File: config.mk
export PLATFORM = sky130hd
export DESIGN_NAME = uart_rx_frame_flat
export DESIGN_NICKNAME = d
export VERILOG_FILES = /design/src/rtl/uart_pkg.sv /design/src/rtl/uart_rx_frame_if.sv /design/src/rtl/uart_rx_bit.sv /design/src/rtl/uart_rx_frame.sv /design/src/flat_wrapper.sv
export SDC_FILE = /design/constraint.sdc
export NUM_CORES = 1
export LEC_CHECK = 0
export CORE_ASPECT_RATIO = 1.5
export CORE_MARGIN = 5
export CORE_UTILIZATION = 54
export DETAILED_ROUTE_END_ITERATION = 8
export PLACE_DENSITY = 0.78
export SYNTH_ARGS = -nofsm -noshare
export SYNTH_HDL_FRONTEND = slang
export SYNTH_SLANG_ARGS = --single-unit
File: constraint.sdc
create_clock -name clk -period 2 [get_ports clk]
set_input_delay 0.3 -clock clk [delete_from_list [all_inputs] [get_ports clk]]
set_output_delay 0.3 -clock clk [all_outputs]
set_load 0.01 [all_outputs]
File: src/rtl/uart_pkg.sv
// Definitions shared by the UART receive and transmit blocks: state encoding,
// default framing parameters and the packet-memory address map.
package uart_pkg;

    localparam int OVS_DEF   = 8;
    localparam int BYTES_DEF = 4;
    localparam int ADDR_W    = 9;
    localparam int CYCLE_W   = 5;

    typedef enum logic [1:0] {
        ST_IDLE,
        ST_START,
        ST_DATA,
        ST_STOP
    } rx_state_t;

    // Packet memory address: byte_idx + (cycle << 2); the TX side reads with the same map.
    function automatic logic [ADDR_W-1:0] pkt_addr(input logic [1:0]         byte_idx,
                                                   input logic [CYCLE_W-1:0] cycle);
        return {2'b00, cycle, byte_idx};
    endfunction

endpackage

File: src/rtl/uart_rx_frame_if.sv
// Write port from the UART receiver into the packet memory, plus packet status.
interface uart_rx_frame_if;
    import uart_pkg::*;

    logic               wr_en;
    logic [ADDR_W-1:0]  wr_addr;
    logic [7:0]         wr_data;
    logic [CYCLE_W-1:0] cycle;
    logic               pkt_done;
    logic               frame_err;

    modport master (output wr_en, wr_addr, wr_data, cycle, pkt_done, frame_err);
    modport slave  (input  wr_en, wr_addr, wr_data, cycle, pkt_done, frame_err);

endinterface

File: src/rtl/uart_rx_bit.sv
// Oversampling bit receiver: synchronises rx and assembles one 8N1 character,
// reporting the byte and its stop-bit quality for one cycle at the stop sample.
module uart_rx_bit import uart_pkg::*; #(
    parameter int OVS = OVS_DEF
) (
    input  logic       clk,
    input  logic       reset,
    input  logic       rx,
    output logic [7:0] rx_byte,
    output logic       valid,
    output logic       stop_ok,
    output logic       idle
);

    localparam logic [3:0] TICK_MID = 4'(OVS / 2 - 1);
    localparam logic [3:0] TICK_END = 4'(OVS - 1);

    logic       rx_meta, rxs;
    rx_state_t  state, state_nx;
    logic [3:0] tick, tick_nx;
    logic [2:0] bitcnt, bitcnt_nx;
    logic [7:0] shreg, shreg_nx;
    logic       armed, armed_nx;

    always_ff @(posedge clk or negedge reset) begin
        if (!reset) begin
            rx_meta <= 1'b1;
            rxs     <= 1'b1;
            state   <= ST_IDLE;
            tick    <= 4'd0;
            bitcnt  <= 3'd0;
            shreg   <= 8'd0;
            armed   <= 1'b1;
        end else begin
            rx_meta <= rx;
            rxs     <= rx_meta;
            state   <= state_nx;
            tick    <= tick_nx;
            bitcnt  <= bitcnt_nx;
            shreg   <= shreg_nx;
            armed   <= armed_nx;
        end
    end

    // A bad stop bit disarms start detection until the line has been seen high,
    // so a held break produces a single framing error.
    always_comb begin
        state_nx  = state;
        tick_nx   = tick + 4'd1;
        bitcnt_nx = bitcnt;
        shreg_nx  = shreg;
        armed_nx  = armed;
        valid     = 1'b0;
        stop_ok   = 1'b0;
        case (state)
            ST_IDLE: begin
                tick_nx = 4'd0;
                if (rxs) begin
                    armed_nx = 1'b1;
                end else if (armed) begin
                    state_nx = ST_START;
                end
            end
            ST_START: begin
                if (tick == TICK_MID) begin
                    tick_nx   = 4'd0;
                    bitcnt_nx = 3'd0;
                    state_nx  = rxs ? ST_IDLE : ST_DATA;
                end
            end
            ST_DATA: begin
                if (tick == TICK_END) begin
                    tick_nx   = 4'd0;
                    shreg_nx  = {rxs, shreg[7:1]};
                    bitcnt_nx = bitcnt + 3'd1;
                    if (bitcnt == 3'd7) begin
                        state_nx = ST_STOP;
                    end
                end
            end
            ST_STOP: begin
                if (tick == TICK_END) begin
                    tick_nx  = 4'd0;
                    valid    = 1'b1;
                    stop_ok  = rxs;
                    armed_nx = rxs;
                    state_nx = ST_IDLE;
                end
            end
            default: state_nx = ST_IDLE;
        endcase
    end

    assign rx_byte = shreg;
    assign idle    = (state == ST_IDLE);

endmodule

File: src/rtl/uart_rx_frame.sv
// UART packet receiver: groups received bytes into fixed-size packets and writes
// them to slot-indexed packet memory, aborting partial packets on framing errors or long gaps.
module uart_rx_frame import uart_pkg::*; #(
    parameter int OVS      = OVS_DEF,
    parameter int BYTES    = BYTES_DEF,
    parameter int GAP_BITS = 12
) (
    input  logic              clk,
    input  logic              reset,
    input  logic              rx,
    uart_rx_frame_if.master   wr
);

    localparam int               GAP_LIMIT = GAP_BITS * OVS;
    localparam int               GAP_W     = $clog2(GAP_LIMIT + 1);
    localparam logic [GAP_W-1:0] GAP_LAST  = GAP_W'(GAP_LIMIT - 1);
    localparam logic [1:0]       LAST_IDX  = 2'(BYTES - 1);

    logic [7:0]       rx_byte;
    logic             byte_valid, stop_ok, bit_idle;
    logic [1:0]       byte_idx;
    logic [GAP_W-1:0] gap_cnt;
    logic             gap_hit;

    uart_rx_bit #(.OVS(OVS)) u_bit (
        .clk     (clk),
        .reset   (reset),
        .rx      (rx),
        .rx_byte (rx_byte),
        .valid   (byte_valid),
        .stop_ok (stop_ok),
        .idle    (bit_idle)
    );

    // The gap abort is evaluated before a start edge in the same cycle can matter,
    // so a byte starting right at the limit becomes byte 0 of a fresh packet.
    assign gap_hit = bit_idle && (byte_idx != 2'd0) && (gap_cnt == GAP_LAST);

    always_ff @(posedge clk or negedge reset) begin
        if (!reset) begin
            byte_idx     <= 2'd0;
            gap_cnt      <= '0;
            wr.wr_en     <= 1'b0;
            wr.wr_addr   <= '0;
            wr.wr_data   <= 8'd0;
            wr.cycle     <= '0;
            wr.pkt_done  <= 1'b0;
            wr.frame_err <= 1'b0;
        end else begin
            wr.wr_en     <= 1'b0;
            wr.pkt_done  <= 1'b0;
            wr.frame_err <= 1'b0;

            if (bit_idle && (byte_idx != 2'd0) && !gap_hit) begin
                gap_cnt <= gap_cnt + GAP_W'(1);
            end else begin
                gap_cnt <= '0;
            end

            if (gap_hit) begin
                byte_idx     <= 2'd0;
                wr.frame_err <= 1'b1;
            end else if (byte_valid) begin
                if (stop_ok) begin
                    wr.wr_en   <= 1'b1;
                    wr.wr_data <= rx_byte;
                    wr.wr_addr <= pkt_addr(byte_idx, wr.cycle);
                    if (byte_idx == LAST_IDX) begin
                        wr.pkt_done <= 1'b1;
                        byte_idx    <= 2'd0;
                        wr.cycle    <= wr.cycle + CYCLE_W'(1);
                    end else begin
                        byte_idx <= byte_idx + 2'd1;
                    end
                end else begin
                    byte_idx     <= 2'd0;
                    wr.frame_err <= 1'b1;
                end
            end
        end
    end

endmodule

File: src/flat_wrapper.sv
// flat-port wrapper written by rule: the top's interface ports become plain ports
module uart_rx_frame_flat import uart_pkg::*;
#(
    parameter int OVS      = OVS_DEF,
    parameter int BYTES    = BYTES_DEF,
    parameter int GAP_BITS = 12
)
  (clk, reset, rx, wr_wr_en, wr_wr_addr, wr_wr_data, wr_cycle, wr_pkt_done, wr_frame_err);
  uart_rx_frame_if wr_i ();
  input  logic clk;
  input  logic reset;
  input  logic rx;
  output wire logic [$bits(wr_i.wr_en)-1:0] wr_wr_en;
  output wire logic [$bits(wr_i.wr_addr)-1:0] wr_wr_addr;
  output wire logic [$bits(wr_i.wr_data)-1:0] wr_wr_data;
  output wire logic [$bits(wr_i.cycle)-1:0] wr_cycle;
  output wire logic [$bits(wr_i.pkt_done)-1:0] wr_pkt_done;
  output wire logic [$bits(wr_i.frame_err)-1:0] wr_frame_err;
  assign wr_wr_en = wr_i.wr_en;
  assign wr_wr_addr = wr_i.wr_addr;
  assign wr_wr_data = wr_i.wr_data;
  assign wr_cycle = wr_i.cycle;
  assign wr_pkt_done = wr_i.pkt_done;
  assign wr_frame_err = wr_i.frame_err;
  uart_rx_frame #(.OVS(OVS), .BYTES(BYTES), .GAP_BITS(GAP_BITS)) u_core (.clk(clk), .reset(reset), .rx(rx), .wr(wr_i));
endmodule
==> flow_metrics.tcl, run 1 <==
set metrics [dict create \
    status "finished clean" \
    nFillCells 336 \
    ys_seq_area_share_pct 57.4 \
    r2r_start "u_core.u_bit.tick[0]" \
    holdCritPathClass "reg -> reg" \
    hold_violations 0 \
    fmax_mhz 536 \
    cts_tree "built" \
    vdd_drop_max_mv 0.721 \
    clock_path_buffers 2 \
    gr-total-overflow 0 \
    critPathCaptureType "flip-flop" \
    pwr-share-clk_pct 28.9 \
    power_w 0.00259 \
    dieWidth_um 63.0 \
    critPathLaunchType "flip-flop" \
    synth_area_mm2 0.00227 \
    antennaDiodeCount 0 \
    wl_per_cell_um 15.8 \
    die_area_mm2 0.00563 \
    synth.distinct_cells 43 \
    post-route-min-period_ps 1860 \
    port_buffers 25 \
    grt_start_max_net_pins 26 \
    synth.avg_cell_area_um2 12.5 \
    first_global_vias 1605 \
    cp_max_fo 8 \
    startpoint "u_core.u_bit.tick[0]" \
    period_share_pct 93.2 \
    max_cap_violations 0 \
    cts_resized 0 \
    drcViolationCount 0 \
    wirelength_um 4240 \
    power_density_mw_per_mm2 944 \
    clk_transition_reported_paths_ps 90 \
    ant_nets 0 \
    timing.critical_path.to "u_core.wr.cycle[1]" \
    coreArea_mm2 0.00417 \
    grt_pass1_wl_um 7200 \
    synth_ff_type "dfrtp_1" \
    row_count 29 \
    syn_inst 182 \
    hpwl_um 3150 \
    track_usage_pct 16.4 \
    vias 1497 \
    yosysWarnings 0 \
    worstPathRequired_ps 2190 \
    die_y_um 89.4 \
    antenna_found_initial 0 \
    fin_tns_setup_ps 0 \
    postLayoutCoreUtil_pct 65.8 \
    dpl_worst_slack_ps 141 \
    r2r-end "u_core.wr.cycle[1]" \
    power_frac_seq_pct 48.4 \
    p_int_w 0.00184 \
    comb_power_share_pct 22.7 \
    power.share.switching_pct 29.2 \
    cp.arrival_ps 2060 \
    drv_slew 0 \
    final_nets 231 \
    slew_headroom_pct 63.0 \
    initial_core_util_pct 54.5 \
    insertion_delay_ps 310 \
    ys_ff_latch 52 \
    rr_worst_depth 5 \
    area_growth_syn_to_layout_pct 20.9 \
    h-tree-depth 2 \
    cts_buffers 5 \
    fin_area_mm2 0.00275 \
    rrSetupSlack_ps 140 \
    firstDrtPassIters 4 \
    drive_gt1_share_pct 24.3 \
    rsz0062_at_grt "false" \
    leakage_nw 1.29 \
    place.gp.congestion 0.839 \
    cts_root_buf "clkbuf_8" \
    drt_iter0_markers 54 \
    synth-edff-count 0 \
    place_area_mm2 0.00262 \
    drt-vias-per-instance 5.59 \
    max_slew.worst_pin.slew_ps 554 \
    timing.final.ws_setup_ps 135 \
    io_pins 28 \
    setup_viol 0 \
    ys_async_sr_fraction_pct 100 \
    p_sw_w 0.000758 \
    fin_skew_ps 6.07 \
    worstSetupPathType "reg -> reg" \
    clock-sinks 52 \
]
[power by group through the flow]
stage	Combinational (W)	Clock (W)	Sequential [W]
final	0.000589	0.000749	0.00126
after global routing	0.000659	0.000811	0.00127
after CTS	0.000591	0.000767	0.00125
after detailed placement	0.000585	0	0.00127
after global placement	0.000554	0	0.00126
after floorplan	0.000403	0	0.00125
[registers in the layout, summed over array words and instances, names as in the netlist, named ones only]
| signal | flops |
|---|---|
| u_core.u_bit.rx_byte | 8 |
| u_core.wr.wr_data | 8 |
| u_core.gap_cnt | 7 |
| u_core.wr.wr_addr | 7 |
| u_core.wr.cycle | 5 |
| u_core.u_bit.tick | 4 |
| u_core.u_bit.bitcnt | 3 |
| u_core.byte_idx | 2 |
| u_core.u_bit.armed | 1 |
| u_core.u_bit.rx_meta | 1 |
| u_core.u_bit.rxs | 1 |
| u_core.u_bit.state | 1 |
| u_core.wr.frame_err | 1 |
| u_core.wr.pkt_done | 1 |
| u_core.wr.wr_en | 1 |
[per-stage QoR]
stage | hold slack (ps) | cells
after floorplan | 4.41 | 183
after global placement | 304 | 259
after detailed placement | 317 | 259
after global routing | 367 | 268
final | 361 | 268
after CTS | 362 | 268
[cells by family after synthesis]
logic type	Yosys count	synth area share [%]
compound gates	29	8.04
xor+xnor	8	3.08
fa+ha+maj	7	3.85
buf+inv	16	3.85
flops	52	57.4
mux	24	11.9
other cells	1	0.165
simple gates	45	11.7
[repair_timing]
item	CTS	global route
hold endpoints to repair	20	0
hold buffers	1	0
setup buffers	0	0
[critical path, cell delays in order, from the launching register on]
cell and delay [ps]:
dfrtp_1 380, ha_1 190, nand3b_1 280, or3_1 500
inv_2 80, mux2_1 320
[cell usage after synthesis (2+ instances only)]
library cell   n  area [um^2]
dfrtp_1       49         1230
mux2_2        23          259
nor2_1        11         41.3
a21oi_1       10         50.1
inv_1          8         30.0
nand2_1        8         30.0
ha_1           7         87.6
o21ai_0        6         30.0
xor2_1         5         43.8
a211oi_1       4         30.0
nand3_1        4         20.0
buf_4          3         22.5
dfstp_2        3         78.8
nor3_1         3         15.0
or3_1          3         18.8
xnor2_1        3         26.3
buf_6          2         22.5
nand4_1        2         12.5
o21bai_1       2         15.0
o22ai_1        2         12.5
or3b_2         2         17.5
[per-layer routing]
layer	wire length [um]	part of all wire (%)	global-route usage [%]	vias up
met5	0	0	0	-
met4	87	2.1	7.53	0
met3	167	3.9	4.53	6
met2	2390	56	30.8	33
met1	1600	38	16.8	745
li1	-	-	-	713
[cell usage in the layout (no fill, tap or decap), drive strengths merged, types with 2 or more instances in the layout]
cell,count
o21bai,2
nand3,5
dfrtp,49
nor2,12
a211oi,4
a21oi,10
nand2,8
ha,7
clkdlybuf4s50,24
o21ai,6
xnor2,3
clkbuf,6
mux2,24
inv,9
o22ai,2
or3,3
buf,13
nor3,4
or3b,2
conb,2
xor2,5
dfstp,3
nand4,2
[how the worst min path moves through the flow]
stage / startpoint / end / slack (ps) / depth (start not counted)
2_1_floorplan: reset / asynchronous set/reset pin / 4 / 0
4_1_cts: u_core.u_bit.rx_meta / u_core.u_bit.rxs / 360 / 0
6_report: u_core.u_bit.rx_meta / u_core.u_bit.rxs / 360 / 0
3_3_place_gp: reset / u_core.gap_cnt[0] / 300 / 1
5_1_grt: u_core.u_bit.rx_meta / u_core.u_bit.rxs / 370 / 0
3_5_place_dp: reset / u_core.gap_cnt[1] / 320 / 1
[layout make-up]
| class | count | area, um^2 | share of cell area (%) |
|---|---|---|---|
| well taps | 46 | 57.6 | 2.10 |
| inverters | 9 | 33.8 | 1.23 |
| clock inverters | 2 | 38.8 | 1.41 |
| repair buffers | 38 | 345 | 12.6 |
| clock buffers | 6 | 82.6 | 3.01 |
| multi-input cells | 115 | 883 | 32.2 |
| flip-flops and latches | 52 | 1310 | 47.5 |
Note: power is estimated with default switching activity, not from simulation.
==> run 2, diff against run 1 <==
--- a/config.mk
+++ b/config.mk
@@ -6,10 +6,11 @@
 export NUM_CORES = 1
 export LEC_CHECK = 0
 export CORE_ASPECT_RATIO = 1.5
-export CORE_MARGIN = 5
 export CORE_UTILIZATION = 54
+export CTS_CLUSTER_SIZE = 24
 export DETAILED_ROUTE_END_ITERATION = 8
 export PLACE_DENSITY = 0.78
+export SETUP_SLACK_MARGIN = 0.1
 export SYNTH_ARGS = -nofsm -noshare
 export SYNTH_HDL_FRONTEND = slang
 export SYNTH_SLANG_ARGS = --single-unit
==> flow_metrics.tcl, run 2 (synthesis results as in run 1) <==
set metrics [dict create \
    status "finished clean" \
    grt_pass1_wl_um 6850 \
    critPathLaunchType "flip-flop" \
    h-tree-depth 2 \
    holdCritPathClass "reg -> reg" \
    firstDrtPassIters 4 \
    cp.arrival_ps 1970 \
    drv_slew 0 \
    p_sw_w 0.000780 \
    wirelength_um 4200 \
    setup_viol 0 \
    timing.final.ws_setup_ps 226 \
    leakage_nw 1.27 \
    layout_commonest_cell "dfrtp_1" \
    hpwl_um 2980 \
    cts_buffers 5 \
    pwr-share-clk_pct 25.4 \
    vdd_drop_max_mv 0.716 \
    drt_iter0_markers 43 \
    cts_root_buf "clkbuf_8" \
    worstPathRequired_ps 2200 \
    post-route-min-period_ps 1770 \
    port_buffers 25 \
    dieWidth_um 55.0 \
    die_y_um 81.4 \
    max_cap_violations 0 \
    coreArea_mm2 0.00399 \
    hold_violations 0 \
    fin_skew_ps 3.67 \
    p_int_w 0.00171 \
    place.gp.congestion 0.802 \
    io_pins 28 \
    worstSetupPathType "reg -> reg" \
    rsz0062_at_grt "false" \
    fmax_mhz 564 \
    comb_power_share_pct 23.1 \
    drt-vias-per-instance 5.81 \
    ant_nets 0 \
    gr-total-overflow 0 \
    row_count 28 \
    area_growth_syn_to_layout_pct 19.8 \
    initial_core_util_pct 56.9 \
    fin_tns_setup_ps 0 \
    cts_tree "built" \
    wl_per_cell_um 15.9 \
    period_share_pct 88.7 \
    power_density_mw_per_mm2 914 \
    first_global_vias 1519 \
    power_frac_seq_pct 51.6 \
    track_usage_pct 21.9 \
    place_area_mm2 0.00260 \
    grt_start_max_net_pins 53 \
    clk_transition_reported_paths_ps 90 \
    drcViolationCount 0 \
    antennaDiodeCount 0 \
    final_cell_mix "49 x dfrtp_1, 24 x clkdlybuf4s50_1, 23 x mux2_2" \
    die_area_mm2 0.00448 \
    final_nets 228 \
    clock-sinks 52 \
    vias 1535 \
    dpl_worst_slack_ps 130 \
    cp_max_fo 5 \
    antenna_found_initial 0 \
    whs_ps 365 \
    power_w 0.00249 \
    cts_resized 0 \
    critPathCaptureType "flip-flop" \
    insertion_delay_ps 310 \
    power.share.switching_pct 31.3 \
    fin_area_mm2 0.00272 \
    clock_path_buffers 2 \
    drive_gt1_share_pct 23.3 \
]
-- run 2: path summary, 6_finish.rpt --
| path | start | endpoint | slack [ps] | cells past startpoint |
|---|---|---|---|---|
| setup / recovery | u_core.u_bit.tick[0] | u_core.wr.cycle[1] | 230 | 5 |
| hold / removal | u_core.u_bit.rx_meta | u_core.u_bit.rxs | 370 | 0 |
| setup reg to reg | u_core.u_bit.tick[0] | u_core.wr.cycle[1] | 230 | 5 |
| hold reg to reg | u_core.u_bit.rx_meta | u_core.u_bit.rxs | 370 | 0 |
| max in group asynchronous | reset | u_core.u_bit.armed | 1210 | 3 |
| min in group asynchronous | reset | u_core.u_bit.tick[2] | 510 | 3 |
-- run 2: cell type report --
type	instances	area (um^2)
clock buffers	6	82.6
clock inverters	2	13.8
fillers	311	1270
inverters	9	33.8
multi-input cells	115	883
flip-flops and latches	52	1310
well taps	45	56.3
repair buffers	35	348
-- run 2: power by group through the flow --
stage                     Clock [W]  Combinational, W  Sequential [W]
after CTS                  0.000642          0.000566         0.00128
after global placement            0          0.000529         0.00129
after floorplan                   0          0.000403         0.00125
final                      0.000632          0.000574         0.00128
after detailed placement          0          0.000559         0.00130
after global routing       0.000685          0.000648         0.00130
-- run 2: timing repair --
item / CTS / global route
hold endpoints to repair: 49 / 0
setup buffers: 0 / 1
setup endpoints to repair: 0 / 15
hold buffers: 1 / 0
-- run 2: routing by layer --
metal | up-vias | global-route usage, % | part of all wire, %
li1 | 709 | - | -
met1 | 788 | 23.7 | 38
met2 | 27 | 37.6 | 57
met3 | 11 | 6.11 | 3.0
met4 | 0 | 10.8 | 2.2
met5 | - | 0 | 0
-- run 2: per-stage QoR --
stage          util [%]  cells
4_1_cts            67.7    263
3_5_place_dp       65.0    254
2_1_floorplan         -    183
6_report           68.2    264
5_1_grt            68.2    264
3_3_place_gp       65.0    254
-- run 2: critical path, cell delays in order (launching register included) --
cell and delay, ps:
dfrtp_1 380, ha_1 190, nand3b_1 210, or3_1 470
inv_2 90, mux2_1 320
==> run 3, diff against run 2 <==
--- a/config.mk
+++ b/config.mk
@@ -9,7 +9,7 @@
 export CORE_UTILIZATION = 54
 export CTS_CLUSTER_SIZE = 24
 export DETAILED_ROUTE_END_ITERATION = 8
-export PLACE_DENSITY = 0.78
+export PLACE_DENSITY = 0.82
 export SETUP_SLACK_MARGIN = 0.1
 export SYNTH_ARGS = -nofsm -noshare
 export SYNTH_HDL_FRONTEND = slang
==> constraint.sdc (replaced) <==
create_clock -name clk -period 2 [get_ports clk]
set_input_delay 0.3 -clock clk [delete_from_list [all_inputs] [get_ports clk]]
set_output_delay 0.3 -clock clk [all_outputs]
set_load 0.005 [all_outputs]
==> flow_metrics.tcl, run 3 (synthesis results as in run 1) <==
set metrics [dict create \
    slew_headroom_pct 65.8 \
    drcViolationCount 0 \
    power_density_mw_per_mm2 894 \
    clk_transition_reported_paths_ps 80 \
    drive_gt1_share_pct 23.6 \
    r2r_start "u_core.u_bit.tick[0]" \
    drt-vias-per-instance 5.71 \
    startpoint "u_core.u_bit.tick[0]" \
    hold_violations 0 \
    cp_slowest_cell "or3_1" \
    vdd_drop_max_mv 0.775 \
    cts_resized 0 \
    initial_core_util_pct 56.9 \
    critPathCaptureType "flip-flop" \
    fin_skew_ps 4.69 \
    worstPathCellList "ha_1 > nand3b_1 > or3_1 > inv_2 > mux2_1" \
    cp.arrival_ps 2020 \
    insertion_delay_ps 300 \
    hold_depth 0 \
    max_slew.worst_pin.slew_ps 514 \
    place.gp.congestion 0.762 \
    final_cell_mix "49 x dfrtp_1, 24 x clkdlybuf4s50_1, 23 x mux2_2" \
    rr_worst_depth 5 \
    wirelength_um 4330 \
    final_nets 229 \
    rrSetupSlack_ps 170 \
    cts_tree "built" \
    grt_pass1_wl_um 6800 \
    vias 1512 \
    post-route-min-period_ps 1830 \
    die_area_mm2 0.00448 \
    setup_viol 0 \
    die_y_um 81.4 \
    drv_slew 0 \
    period_share_pct 91.6 \
    first_global_vias 1505 \
    clock_path_buffers 2 \
    area_growth_syn_to_layout_pct 20.5 \
    track_usage_pct 22.0 \
    drt_iter0_markers 52 \
    layout_commonest_cell "dfrtp_1" \
    port_buffers 25 \
    gr-total-overflow 0 \
    wl_met3_um 178 \
    clock-sinks 52 \
    hp-start "u_core.u_bit.rx_meta" \
    timing.final.ws_setup_ps 169 \
    dieWidth_um 55.0 \
    worstSetupPathType "reg -> reg" \
    rsz0062_at_grt "false" \
    worstPathRequired_ps 2190 \
    min_to "u_core.u_bit.rxs" \
    leakage_nw 1.28 \
    grt_start_max_net_pins 32 \
    max_cap_violations 0 \
    h-tree-depth 2 \
    fin_tns_setup_ps 0 \
    cts_root_buf "clkbuf_8" \
    firstDrtPassIters 4 \
    antenna_found_initial 0 \
    holdCritPathClass "reg -> reg" \
    ant_nets 0 \
    hpwl_um 3100 \
    wl_met1_um 1590 \
    io_pins 28 \
    fmax_mhz 546 \
    status "finished clean" \
    row_count 28 \
    cts_buffers 5 \
    nFillCells 292 \
    wl_met2_um 2430 \
    routed.top_layer "met4" \
    cp_max_fo 5 \
    slowest_delay_ps 510 \
    r2r-end "u_core.wr.cycle[1]" \
    critPathLaunchType "flip-flop" \
    antennaDiodeCount 0 \
    dpl_worst_slack_ps 116 \
    coreArea_mm2 0.00399 \
    wl_per_cell_um 16.3 \
]
[run 3: per-layer routing]
metal / track usage [%] / vias to the layer above
li1: - / 712
met1: 24.7 / 745
met2: 37.7 / 44
met3: 5.74 / 11
met4: 10.0 / 0
met5: 0 / -
[run 3: per-stage QoR]
stage / util (%) / power, W / hold WS [ps] / cell area (um^2) / instances
after global placement: 64.8 / 0.00179 / 286 / 2590 / 253
after CTS: 67.4 / 0.00244 / 361 / 2690 / 262
after detailed placement: 64.8 / 0.00185 / 306 / 2590 / 253
after floorplan: - / 0.00165 / 4.41 / 2280 / 183
final: 68.6 / 0.00245 / 359 / 2740 / 265
after global routing: 68.6 / 0.00257 / 367 / 2740 / 265
[run 3: area by class of cell]
cell class / instances / area [um^2] / area share (%)
clock buffer: 6 / 82.6 / 3.02
clock inverter: 2 / 10.0 / 0.365
inverter: 9 / 33.8 / 1.23
multi-input combinational: 115 / 883 / 32.3
sequential: 52 / 1310 / 47.6
tap: 45 / 56.3 / 2.06
timing repair buffer: 36 / 368 / 13.4
[run 3: power breakdown]
| part | internal [W] | switching, W |
|---|---|---|
| sequential | 0.00116 | 0.000124 |
| combinational | 0.000258 | 0.000312 |
| clock | 0.000276 | 0.000318 |
| total | 0.00170 | 0.000753 |
[run 3: critical path, delay by kind of cell, from the launching register on]
family | cells | cell delay [ps]
AND/OR/NAND/NOR | 2 | 730
flip-flops | 1 | 400
multiplexers | 1 | 310
adder cells (fa/ha/maj) | 1 | 190
buffers and inverters | 1 | 90
[run 3: how the worst max path moves through the flow]
stage | slack (ps) | cells past startpoint | to
6_report | 170 | 5 | u_core.wr.cycle[1]
3_3_place_gp | 220 | 5 | u_core.wr.wr_addr[4]
3_5_place_dp | 120 | 5 | u_core.wr.wr_data[4]
2_1_floorplan | 370 | 6 | u_core.wr.wr_addr[5]
4_1_cts | 100 | 5 | u_core.wr.wr_data[4]
5_1_grt | 90 | 5 | u_core.wr.cycle[1]
[run 3: timing repair]
| action | CTS | global route |
|---|---|---|
| endpoints found under the hold margin | 19 | 0 |
| setup buffers | 0 | 3 |
| setup endpoints to repair | 0 | 17 |
| hold buffers | 1 | 0 |
==> edit (settings of run 1) <==
Register the input `rx` before use, without a reset. The logic sees it one clock later. The other inputs are not delayed to match.
--- a/src/rtl/uart_rx_frame.sv
+++ b/src/rtl/uart_rx_frame.sv
@@ -16,6 +16,12 @@
     localparam logic [GAP_W-1:0] GAP_LAST  = GAP_W'(GAP_LIMIT - 1);
     localparam logic [1:0]       LAST_IDX  = 2'(BYTES - 1);
 
+    logic rx_q;
+
+    always_ff @(posedge clk) begin
+        rx_q <= rx;
+    end
+
     logic [7:0]       rx_byte;
     logic             byte_valid, stop_ok, bit_idle;
     logic [1:0]       byte_idx;
@@ -25,7 +31,7 @@
     uart_rx_bit #(.OVS(OVS)) u_bit (
         .clk     (clk),
         .reset   (reset),
-        .rx      (rx),
+        .rx      (rx_q),
         .rx_byte (rx_byte),
         .valid   (byte_valid),
         .stop_ok (stop_ok),
Function: same outputs for any inputs over 10 cycles, from zero or initial values and one cycle with reset low; that may be too few to reach the edited logic, so the function may still have changed.
==> edit against run 1 <==
- routed wire length down 2.3%
- final area down 2.2%
- sequential cell count up 1
- worst setup slack better by 0.039 ns
- first-iteration DRC count up 15%
- power down 7.9%
- combinational power down 8.3%
- area after synthesis about the same
- via count down 3.6%
- clock power down 22%
- utilization down 1.4 points
- count of clock-buffer cells in the layout up 1
- largest power group unchanged
- highest routed layer unchanged
==> edit: results (changes against run 1) <==
stage;metric;value;unit;change
status;outcome;completed;;
drt;vias_per_cell;5.57;;-0.26%
timing;hold_violations;0;;unchanged
synth;synth_cell_types;39;;-9.3%
clock_network;clk_pin_slew;0.09;ns;about the same
global_routing;grt_pass1_vias;1578;;-1.7%
synth;synth_area_per_cell;12.7;sq um;+1.7%
global_routing;grt_usage;16.3;%;-0.080 points
clock_network;cts.hold.buffers_added;1;;unchanged
synth;async_reset_ff_share;98.1;%;-1.9 points
worst_setup_path;critPathArrivalTime;2.01;ns;-0.05 ns
drt;drt_iter0_drc;62;;+15%
power_and_ir_drop;p_leak;1.25;nW;-2.9%
drt;first_pass_iters;4;;unchanged
placement;place_inst;250;;-3.5%
clock_network;htree_num_levels;2;;unchanged
worst_setup_path;slowest_delay;0.38;ns;-0.12 ns
placement;dp_hpwl;2990;um;-5.2%
clock_network;clock-root-buffer;clkbuf_8;;
timing;finClkSkew;0.00589;ns;-0.000179 ns
worst_setup_path;cp_slowest_cell;dfrtp_1;;
global_routing;grt_start_max_net_pins;53;;+100%
drt;num_vias;1443;;-3.6%
clock_network;clockBufferDepth;2;;unchanged
synth;ys.flop_type;dfrtp_1;;
synth;synth_area_leaders;dfrtp_1, mux2_2, ha_1;;
clock_network;clk_latency;0.30;ns;
global_routing;grt_pass1_wl;7200;um;about the same
layout;fin_nets;222;;-3.9%
placement;port_buffers;25;;unchanged
clock_network;postCtsSetupBuffers;0;;unchanged
placement;gp_congestion;0.725;;-14%
layout;antennaDiodeCount;0;;unchanged
layout;n_fill_cell;321;;-4.5%
worst_setup_path;cpLargestDelayFamily;simple AND/OR/NAND/NOR gates;;
synth;yosys_warnings;0;;unchanged
power_and_ir_drop;p_sw;0.712;mW;-6.1%
clock_network;cts_resized;0;;unchanged
power_and_ir_drop;ir_worst_vdd;0.706;mV;-2.1%
synth;synthTopCellsByCount;dfrtp_1, mux2_2, nor2_1;;
drt;wl_per_cell;16.0;um;+1.1%
synth;ys_seq_area_share;58.3;%;+0.85 points
worst_setup_path;cp-end-kind;flop;;
layout;drive_gt1_share;23.5;%;-0.85 points
worst_setup_path;cp_max_fo;7;;-1
edit: cell count changes in the layout (fill, tap and decap cells not counted), sizes merged, moves of 2 or more:
| cell | before | now |
|---|---|---|
| nor3 | 4 | 8 |
| nor2 | 12 | 15 |
| inv | 9 | 6 |
| o22ai | 2 | 0 |
| a211oi | 4 | 2 |
| a31oi | 0 | 3 |
| buf | 13 | 10 |
| a32o | 0 | 2 |
| nand2 | 8 | 4 |
| o21ai | 6 | 2 |
edit: routing by layer:
metal	vias up	part of all wire [%]	global-route usage, %	wire [um]
li1	690	-	-	-
met5	-	0	0	0
met1	711	41	19.4	1710
met3	6	3.1	4.15	129
met2	36	53	27.4	2200
met4	0	2.3	8.69	96
edit: final timing paths:
path | to | slack (ns) | cells after the start | start
min in group asynchronous | u_core.u_bit.tick[2]$_DFF_PN0_ | 0.50 | 3 | reset
hold / removal | u_core.u_bit.rx_meta$_DFF_PN1_ | 0.30 | 0 | u_core.rx_q$_DFF_P_
setup reg to reg | u_core.wr.cycle[1]$_DFFE_PN0P_ | 0.17 | 5 | u_core.u_bit.tick[0]$_DFF_PN0_
max in group asynchronous | u_core.u_bit.rxs$_DFF_PN1_ | 1.22 | 3 | reset
hold reg to reg | u_core.u_bit.rx_meta$_DFF_PN1_ | 0.30 | 0 | u_core.rx_q$_DFF_P_
setup / recovery | u_core.wr.cycle[1]$_DFFE_PN0P_ | 0.17 | 5 | u_core.u_bit.tick[0]$_DFF_PN0_
edit: area by class of cell:
type	instances	area (sq um)	share of cell area [%]
Timing Repair Buffer	35	335	12.5
Sequential cell	53	1330	49.3
Inverter	6	22.5	0.838
Clock buffer	7	76.3	2.84
Tap cell	46	57.6	2.14
Clock inverter	1	7.51	0.279
Multi-Input combinational cell	111	862	32.1
edit: stage by stage:
step | area (sq um) | util, % | worst slack (ns) | power [mW]
2_1_floorplan | 2280 | - | 0.287 | 1.65
3_3_place_gp | 2590 | 62.1 | 0.263 | 1.78
3_5_place_dp | 2590 | 62.1 | 0.182 | 1.82
4_1_cts | 2690 | 64.4 | 0.173 | 2.41
5_1_grt | 2690 | 64.4 | 0.0560 | 2.53
6_report | 2690 | 64.4 | 0.174 | 2.39
edit: logic make-up (layout without fill, tap and decap cells):
family,Yosys count,after routing,synth area share (%)
DFF,53,53,58.3
and+or+nand+nor,45,45,11.6
AOI/OAI and AO/OA,24,24,6.82
muxes,24,24,11.9
buffers and inverters,16,49,3.96
xor gates and xnor gates,9,9,3.47
adders and majority gates,7,7,3.85
other,1,2,0.165
edit: power by group through the flow:
stage	clock network, mW	logic, mW	registers, mW
floorplan	0	0.401	1.25
global placement	0	0.500	1.28
detailed placement	0	0.537	1.28
CTS	0.604	0.540	1.26
global route	0.654	0.600	1.28
finish	0.583	0.540	1.26
